File: src/rtl/mem_port_arbiter.sv
// Arbiter sharing one single-port memory between instruction fetch (IF) and load/store (MEM).
// Optional build macro ARB_PERF_CNT_EN adds saturating conflict/wait performance counters.
module mem_port_arbiter #(
  parameter int AW           = 32,
  parameter int DW           = 32,
  parameter int STARVE_LIMIT = 4,
  parameter int TIMEOUT      = 16,
  localparam int SW = (STARVE_LIMIT < 2) ? 1 : $clog2(STARVE_LIMIT + 1)
) (
  input  logic          clock,
  input  logic          reset,
  input  logic          if_req,
  input  logic [AW-1:0] if_addr,
  output logic [DW-1:0] if_rdata,
  output logic          if_ack,
  input  logic          d_req,
  input  logic          d_we,
  input  logic [AW-1:0] d_addr,
  input  logic [DW-1:0] d_wdata,
  output logic [DW-1:0] d_rdata,
  output logic          d_ack,
  output logic          bus_err,
  output logic          stall_if,
  output logic          stall_mem,
  output logic          mem_req,
  output logic          mem_we,
  output logic [AW-1:0] mem_addr,
  output logic [DW-1:0] mem_wdata,
  input  logic [DW-1:0] mem_rdata,
  input  logic          mem_ready,
  output logic [1:0]    dbg_state,
  output logic [SW-1:0] dbg_starve
`ifdef ARB_PERF_CNT_EN
  ,
  output logic [15:0]   conflict_cnt,
  output logic [15:0]   wait_cnt
`endif
);

  // Handshake: a requester holds x_req (and its address/data) until it sees the
  // one-cycle x_ack pulse; the memory side holds mem_* stable while mem_req is high
  // and completes the access in any cycle where mem_ready is high.
  typedef enum logic [1:0] {IDLE = 2'd0, BUSY_IF = 2'd1, BUSY_D = 2'd2} state_t;

  localparam logic [SW-1:0] STARVE_MAX = SW'(STARVE_LIMIT);
  localparam logic [7:0]    TMO_LAST   = 8'(TIMEOUT - 1);

  state_t        state, state_n;
  logic [SW-1:0] starve_cnt;
  logic [7:0]    tmo_cnt;
  logic          if_m, d_m, conflict, force_if;
  logic          grant_if, grant_d, finish, abort;

  // A requester being acked this cycle is masked so it cannot be granted twice.
  assign if_m     = if_req & ~if_ack;
  assign d_m      = d_req & ~d_ack;
  assign conflict = if_m & d_m;
  assign force_if = (STARVE_LIMIT != 0) && (starve_cnt == STARVE_MAX);

  assign stall_if   = reset & if_req & ~if_ack;
  assign stall_mem  = reset & d_req & ~d_ack;
  assign dbg_state  = state;
  assign dbg_starve = starve_cnt;

  always_ff @(posedge clock or negedge reset) begin
    if (!reset) state <= IDLE;
    else        state <= state_n;
  end

  always_comb begin
    state_n  = state;
    grant_if = 1'b0;
    grant_d  = 1'b0;
    finish   = 1'b0;
    abort    = 1'b0;
    case (state)
      IDLE: begin
        if (if_m && (!d_m || force_if)) begin
          grant_if = 1'b1;
          state_n  = BUSY_IF;
        end else if (d_m) begin
          grant_d = 1'b1;
          state_n = BUSY_D;
        end
      end
      BUSY_IF, BUSY_D: begin
        if (mem_ready)                finish = 1'b1;
        else if (tmo_cnt == TMO_LAST) abort  = 1'b1;
        if (finish || abort) state_n = IDLE;
      end
      default: state_n = IDLE;
    endcase
  end

  always_ff @(posedge clock or negedge reset) begin
    if (!reset) begin
      mem_req    <= 1'b0;
      mem_we     <= 1'b0;
      mem_addr   <= '0;
      mem_wdata  <= '0;
      if_ack     <= 1'b0;
      d_ack      <= 1'b0;
      if_rdata   <= '0;
      d_rdata    <= '0;
      bus_err    <= 1'b0;
      starve_cnt <= '0;
      tmo_cnt    <= '0;
    end else begin
      if_ack  <= 1'b0;
      d_ack   <= 1'b0;
      bus_err <= 1'b0;
      if (grant_if || grant_d) begin
        mem_req   <= 1'b1;
        mem_we    <= grant_d & d_we;
        mem_addr  <= grant_if ? if_addr : d_addr;
        mem_wdata <= grant_d ? d_wdata : '0;
        tmo_cnt   <= '0;
      end
      // Only conflicts that IF loses count towards forcing an IF win.
      if (grant_if)
        starve_cnt <= '0;
      else if (grant_d && conflict && starve_cnt != STARVE_MAX)
        starve_cnt <= starve_cnt + SW'(1);
      if (state != IDLE && !finish && !abort)
        tmo_cnt <= tmo_cnt + 8'd1;
      if (finish || abort) begin
        mem_req <= 1'b0;
        mem_we  <= 1'b0;
        bus_err <= abort;
        if (state == BUSY_IF) begin
          if_ack   <= 1'b1;
          if_rdata <= abort ? '0 : mem_rdata;
        end else begin
          d_ack <= 1'b1;
          if (abort)        d_rdata <= '0;
          else if (!mem_we) d_rdata <= mem_rdata;
        end
      end
    end
  end

`ifdef ARB_PERF_CNT_EN
  always_ff @(posedge clock or negedge reset) begin
    if (!reset) begin
      conflict_cnt <= '0;
      wait_cnt     <= '0;
    end else begin
      if (state == IDLE && if_req && d_req && conflict_cnt != 16'hFFFF)
        conflict_cnt <= conflict_cnt + 16'd1;
      if (state != IDLE && !mem_ready && wait_cnt != 16'hFFFF)
        wait_cnt <= wait_cnt + 16'd1;
    end
  end
`endif

endmodule

File: config.mk
export PLATFORM = sky130hd
export DESIGN_NAME = mem_port_arbiter
export DESIGN_NICKNAME = d
export VERILOG_FILES = /design/src/rtl/mem_port_arbiter.sv
export SDC_FILE = /design/constraint.sdc
export NUM_CORES = 1
export LEC_CHECK = 0
export BUFFER_PORTS_ARGS = -buffer_cell sky130_fd_sc_hd__buf_2
export CAP_MARGIN = 20
export CORE_MARGIN = 3
export CORE_UTILIZATION = 47
export CTS_CLUSTER_DIAMETER = 50
export DETAILED_ROUTE_END_ITERATION = 7
export PLACE_DENSITY_LB_ADDON = 0.1
export RECOVER_POWER = 100
export SYNTH_ARGS = -nofsm -noshare
export SYNTH_HDL_FRONTEND = slang
export SYNTH_SLANG_ARGS = --single-unit
File: constraint.sdc
create_clock -name clock -period 2.3 [get_ports clock]
set_clock_uncertainty 0.1 [all_clocks]
set_input_delay 0.345 -clock clock [delete_from_list [all_inputs] [get_ports clock]]
set_output_delay 0.345 -clock clock [all_outputs]
set_load 0.1 [all_outputs]
==> results of run 1 <==
[metal layers]
layer	global-route usage [%]	up-vias	part of all wire [%]
li1	-	2257	-
met1	27.5	2264	44
met2	35.0	170	49
met3	5.67	22	5.8
met4	7.25	0	1.6
met5	0	-	0
[Yosys cell counts, types with 2 or more instances]
cell type | instances | area share, %
nor2b_1 | 4 | 0.43
nor3_1 | 3 | 0.25
ha_1 | 5 | 1.1
o21ai_0 | 34 | 2.9
buf_6 | 4 | 0.77
nand3b_1 | 2 | 0.25
a21oi_1 | 5 | 0.43
mux2i_1 | 32 | 5.4
buf_2 | 11 | 0.94
or2b_2 | 2 | 0.30
and2_1 | 3 | 0.32
nand3_1 | 9 | 0.77
a22o_1 | 67 | 10
and3_1 | 4 | 0.43
nand2_1 | 38 | 2.4
inv_1 | 11 | 0.70
a211o_1 | 2 | 0.30
nor2_1 | 5 | 0.32
dfrtp_1 | 146 | 62
a22o_2 | 32 | 5.4
clkbuf_1 | 16 | 1.0
o2bb2ai_1 | 2 | 0.30
and3_2 | 2 | 0.25
[cell type report]
type	count	share of cell area (%)
Inverter	11	0.511
Timing Repair Buffer	290	19.1
Multi-Input combinational cell	270	25.4
Clock inverter	10	1.36
Tap cell	168	2.60
Sequential cell	146	45.4
Clock buffer	21	5.70
[how the worst max path moves through the flow]
stage	depth (start not counted)	endpoint	from	slack, ns
after floorplan	6	tmo_cnt[6]$_DFFE_PN0P_	dbg_state[0]$_DFFE_PN0P_	0.002
after global placement	6	d_rdata[26]$_DFFE_PN0P_	dbg_state[1]$_DFFE_PN0P_	0.32
after detailed placement	6	d_rdata[13]$_DFFE_PN0P_	dbg_state[1]$_DFFE_PN0P_	0.26
after CTS	4	stall_if	reset	0.17
after global routing	7	dbg_state[1]$_DFFE_PN0P_	dbg_state[1]$_DFFE_PN0P_	0.06
final	5	d_rdata[29]$_DFFE_PN0P_	tmo_cnt[4]$_DFFE_PN0P_	0.17
[state kept, by name (all words and copies together) (netlist names)]
signal and cells:
d_rdata 32, if_rdata 32, mem_addr 32, mem_wdata 32
tmo_cnt 8, dbg_starve 3, dbg_state 2, bus_err 1
d_ack 1, if_ack 1, mem_req 1, mem_we 1
[layout by cell type (no fill, tap or decap), types with 3 or more instances in the layout]
cell type  count
o21ai_0       33
nor3_1         3
buf_12         3
mux2i_1       32
buf_4          7
ha_1           5
a22o_1        67
dfrtp_2        4
nand3_1        9
clkbuf_16     17
nor2_1         4
and3_1         4
a21oi_1        5
buf_2        132
buf_6          3
clkinv_2       5
inv_1         11
dfrtp_1      141
clkbuf_2     143
a22o_2        32
nor2b_1        4
nand2_1       38
[logic make-up after synthesis]
family                     after synthesis  share of synthesized area [%]
AOI/OAI and AO/OA                      153                           21.2
xor gates and xnor gates                 1                          0.149
adders and majority gates                5                           1.06
buffers and inverters                   42                           3.42
DFF                                    146                           62.1
muxes                                   33                           5.63
and+or+nand+nor                         78                           6.50
[through the flow]
step / std cells / setup slack (ns) / util, % / hold WS, ns
after floorplan: 458 / 0.00229 / - / -0.0506
after global placement: 884 / 0.324 / 62.2 / 0.144
after detailed placement: 884 / 0.264 / 62.2 / 0.150
after CTS: 916 / 0.169 / 67.0 / 0.0255
after global routing: 916 / 0.0606 / 66.7 / 0.0311
final: 916 / 0.167 / 66.7 / 0.0466
==> metrics.txt, run 1 <==
DR iter-0 viols=roughly 280; hold path startpoint=d_wdata[4]; Ports=274; Synth Warn #=0; Hold Path End=mem_wdata[4]$_DFFE_PN0P_; Routed WL per cell=16.2 um; Final setup viols=0; crit-path cells=or4_1, o31ai_4, nand2b_2, clkbuf_4, a22o_2; fmax=469 MHz; clk root buf=clkbuf_16; post-synth cell types=42; Netlist Area Pre-Place=just under 6000 um2; Post-Route WL=about 15 mm; setup TNS=0 ns; Slew Limit Fails=0; critical path type=flip-flop to flip-flop; EDFF count, synth=0; Avg Vias per Cell=5.15; Multi-input gate area=2050 um2; Worst-Margin Slew=1.04 ns; status=finished clean; CTS resizes=0; HPWL Detailed=roughly 11 mm; Yosys reg bits=146; Synth async-reset ratio=100%; Startpoint Class=flip-flop; Die Wd=118 um; die footprint=13900 um2; Crit Reg-Reg Endpoint=d_rdata[29]$_DFFE_PN0P_; synthesized area per cell=12.9 um2; clk_lat worst skew=just over 0.4 ns; Hold Fails Final Rpt=0; slowest CP cell=or4_1; first-pass GRT wire length=23.9 mm; layout cells sized above 1=49.2%; register area share after synthesis=around 62%; Clock H-tree levels=4; Crit path arrival time=2.32 ns; number of global-route vias before repair=4736; CP endpoint kind=flip-flop; clk sink count=approximately 150; worst hold path type=input pin to flip-flop; CTS buffer count=17; Buf/Inv on CP=1; area grow syn2layout=37.2%; diode count=0; worst hold path depth=2; delay-heaviest family, CP=simple AND/OR/NAND/NOR gates; Crit Path Max Fanout=21; Die H=118 um; worst r2r path cells=5; Final Cell Area=between 8000 and 9000 um2; pin count of the biggest net entering global routing=117; clock buffer depth=2; hold buffer count at CTS=1; nets=875; first-pass iteration count of the detailed router=4; unrepaired setup endpoints after global routing=false; syn nets=597; max incr delay on CP=0.67 ns; DR vias=4713; initial core utilization=48.6%; Post-DP Area=~7500 um2; Remaining Overflow, GRT=0; IO buf count=273; # rows=40; Final Critical Period=2.13 ns; ys flop type=dfrtp_1; GP Congestion=0.807; clock transition at the registers of the reported paths=0.06 ns; CTS tree=yes; total track usage=between 20% and 30%; worst endpoint required time=2.49 ns; crit share post-route=~93%; sequential cell area=3660 um2; ANT nets after route=0; Setup Buffers After CTS=0; Max transition margin=30.7%; worst r2r src=tmo_cnt[4]$_DFFE_PN0P_; Mapped Cells=458; Filler cells=961; Core Footprint=between 10000 and 15000 um2; initial antenna violation count=0; DRC viols=0; Max-Cap Viols=0; R2R Setup Slk=about 0.17 ns
Power of run 1 is not shown: default switching activity piles up to over one toggle a cycle in this logic, so the estimate is an artifact.
==> inputs of run 2 (changes only) <==
--- a/config.mk
+++ b/config.mk
@@ -11,8 +11,9 @@
 export CORE_UTILIZATION = 47
 export CTS_CLUSTER_DIAMETER = 50
 export DETAILED_ROUTE_END_ITERATION = 7
+export GPL_TIMING_DRIVEN = 0
 export PLACE_DENSITY_LB_ADDON = 0.1
-export RECOVER_POWER = 100
+export RECOVER_POWER = 50
 export SYNTH_ARGS = -nofsm -noshare
 export SYNTH_HDL_FRONTEND = slang
 export SYNTH_SLANG_ARGS = --single-unit
==> metrics.txt, run 2 (synthesis results as in run 1) <==
Startpoint Class=flip-flop; Crit Reg-Reg Endpoint=mem_addr[10]$_DFFE_PN0P_; DRC viols=0; Remaining Overflow, GRT=0; Avg Vias per Cell=5.22; Final setup viols=0; status=finished with violations; Crit path arrival time=roughly 2.4 ns; Clock H-tree levels=4; total track usage=22.5%; Final Critical Period=2.18 ns; commonest cells after routing, fill and taps aside=buf_2, dfrtp_1, a22o_1, clkbuf_2, nand2_1; # rows=40; nets=894; ANT nets after route=0; Slew Limit Fails=0; clock buffer depth=2; Post-Route WL=15.7 mm; most common cell after layout, fill and taps aside=buf_2; Hold WS=-0.274 ns; R2R Setup Slk=0.12 ns; fmax=459 MHz; failing checks=hold timing; CTS tree=yes; IO buf count=273; initial core utilization=48.6%; GP Congestion=a little over 0.8; first-pass GRT wire length=25.1 mm; unrepaired setup endpoints after global routing=true; Die H=118 um; HPWL Detailed=11.6 mm; Max-Cap Viols=0; DR vias=roughly 4900; Max transition margin=22.6%; number of global-route vias before repair=~5000; DR iter-0 viols=318; clk sink count=146; Routed WL per cell=16.8 um; Core Footprint=about 12000 um2; worst endpoint required time=~2.5 ns; diode count=0; clk_lat worst skew=0.41 ns; critical path type=flip-flop to flip-flop; first-pass iteration count of the detailed router=5; layout cells sized above 1=about half; clk root buf=clkbuf_16; worst r2r path cells=7; worst hold path type=input pin to asynchronous set/reset pin; CP endpoint kind=flip-flop; Post-DP Area=7510 um2; area grow syn2layout=38.5%; worst r2r src=dbg_state[1]$_DFFE_PN0P_; Crit Path Max Fanout=10; initial antenna violation count=1; clock transition at the registers of the reported paths=0.06 ns; Ports=274; Hold Fails Final Rpt=68; crit share post-route=94.8%; CTS buffer count=17; die footprint=about 14000 um2; pin count of the biggest net entering global routing=81; Final Cell Area=8150 um2; Critical Path Start=dbg_state[1]$_DFFE_PN0P_; Die Wd=around 120 um; Worst-Margin Slew=1.17 ns
[run 2: cell count changes in the layout (fill, tap and decap cells not counted), sizes merged]
cell,delta
buf,+84
clkbuf,-62
clkinv,-2
bufinv,-1
clkinvlp,+1
dlygate4sd3,-1
[run 2: worst max-delay path by stage]
stage | endpoint | slack (ns) | depth (start not counted)
6_report | mem_addr[10]$_DFFE_PN0P_ | 0.12 | 7
5_1_grt | mem_addr[19]$_DFFE_PN0P_ | -0.04 | 7
4_1_cts | mem_addr[0]$_DFFE_PN0P_ | -0.04 | 7
3_5_place_dp | tmo_cnt[2]$_DFFE_PN0P_ | -0.31 | 7
3_3_place_gp | stall_mem | -1.75 | 3
2_1_floorplan | tmo_cnt[6]$_DFFE_PN0P_ | 0.002 | 6
[run 2: stage by stage]
step / setup WS (ns) / hold slack [ns] / util, % / setup TNS [ns] / cells
final: 0.119 / -0.274 / 67.3 / 0 / 935
after global routing: -0.0391 / -0.272 / 67.3 / -0.223 / 935
after CTS: -0.0434 / -0.213 / 66.8 / -0.162 / 931
after detailed placement: -0.310 / 0.284 / 62.0 / -13.62 / 900
after global placement: -1.75 / 0.360 / 61.7 / -186.19 / 899
after floorplan: 0.00229 / -0.0506 / - / 0 / 458
[run 2: final cells by class]
type / count / area (um2)
clock buffers: 23 / 498
fillers: 981 / 3960
clock inverters: 8 / 77.6
multi-input cells: 270 / 2050
inverters: 11 / 41.3
repair buffers: 278 / 1440
plain buffers: 31 / 176
well taps: 168 / 210
flip-flops and latches: 146 / 3660
[run 2: repair_timing]
| action | in CTS | in global routing |
|---|---|---|
| gates resized for setup | 3 | 17 |
| setup buffers | 0 | 4 |
| endpoints found under the setup margin | 38 | 120 |
| hold endpoints to repair | 68 | 68 |
| pin swaps | 0 | 1 |
[run 2: worst max-delay path: stages (launching register included)]
cell	delay [ns]
dfrtp_4	0.48
inv_1	0.08
ha_1	0.26
nand3b_1	0.22
a21oi_4	0.28
clkbuf_4	0.31
mux2i_1	0.22
o21ai_0	0.10
[run 2: layer usage]
| layer | GRT usage [%] | vias up | part of all wire [%] |
|---|---|---|---|
| li1 | - | 2281 | - |
| met1 | 28.4 | 2386 | 42 |
| met2 | 37.3 | 192 | 50 |
| met3 | 5.96 | 19 | 6.2 |
| met4 | 8.79 | 2 | 1.4 |
| met5 | 0 | - | 0.051 |
Power of run 2 is left out for the same reason.
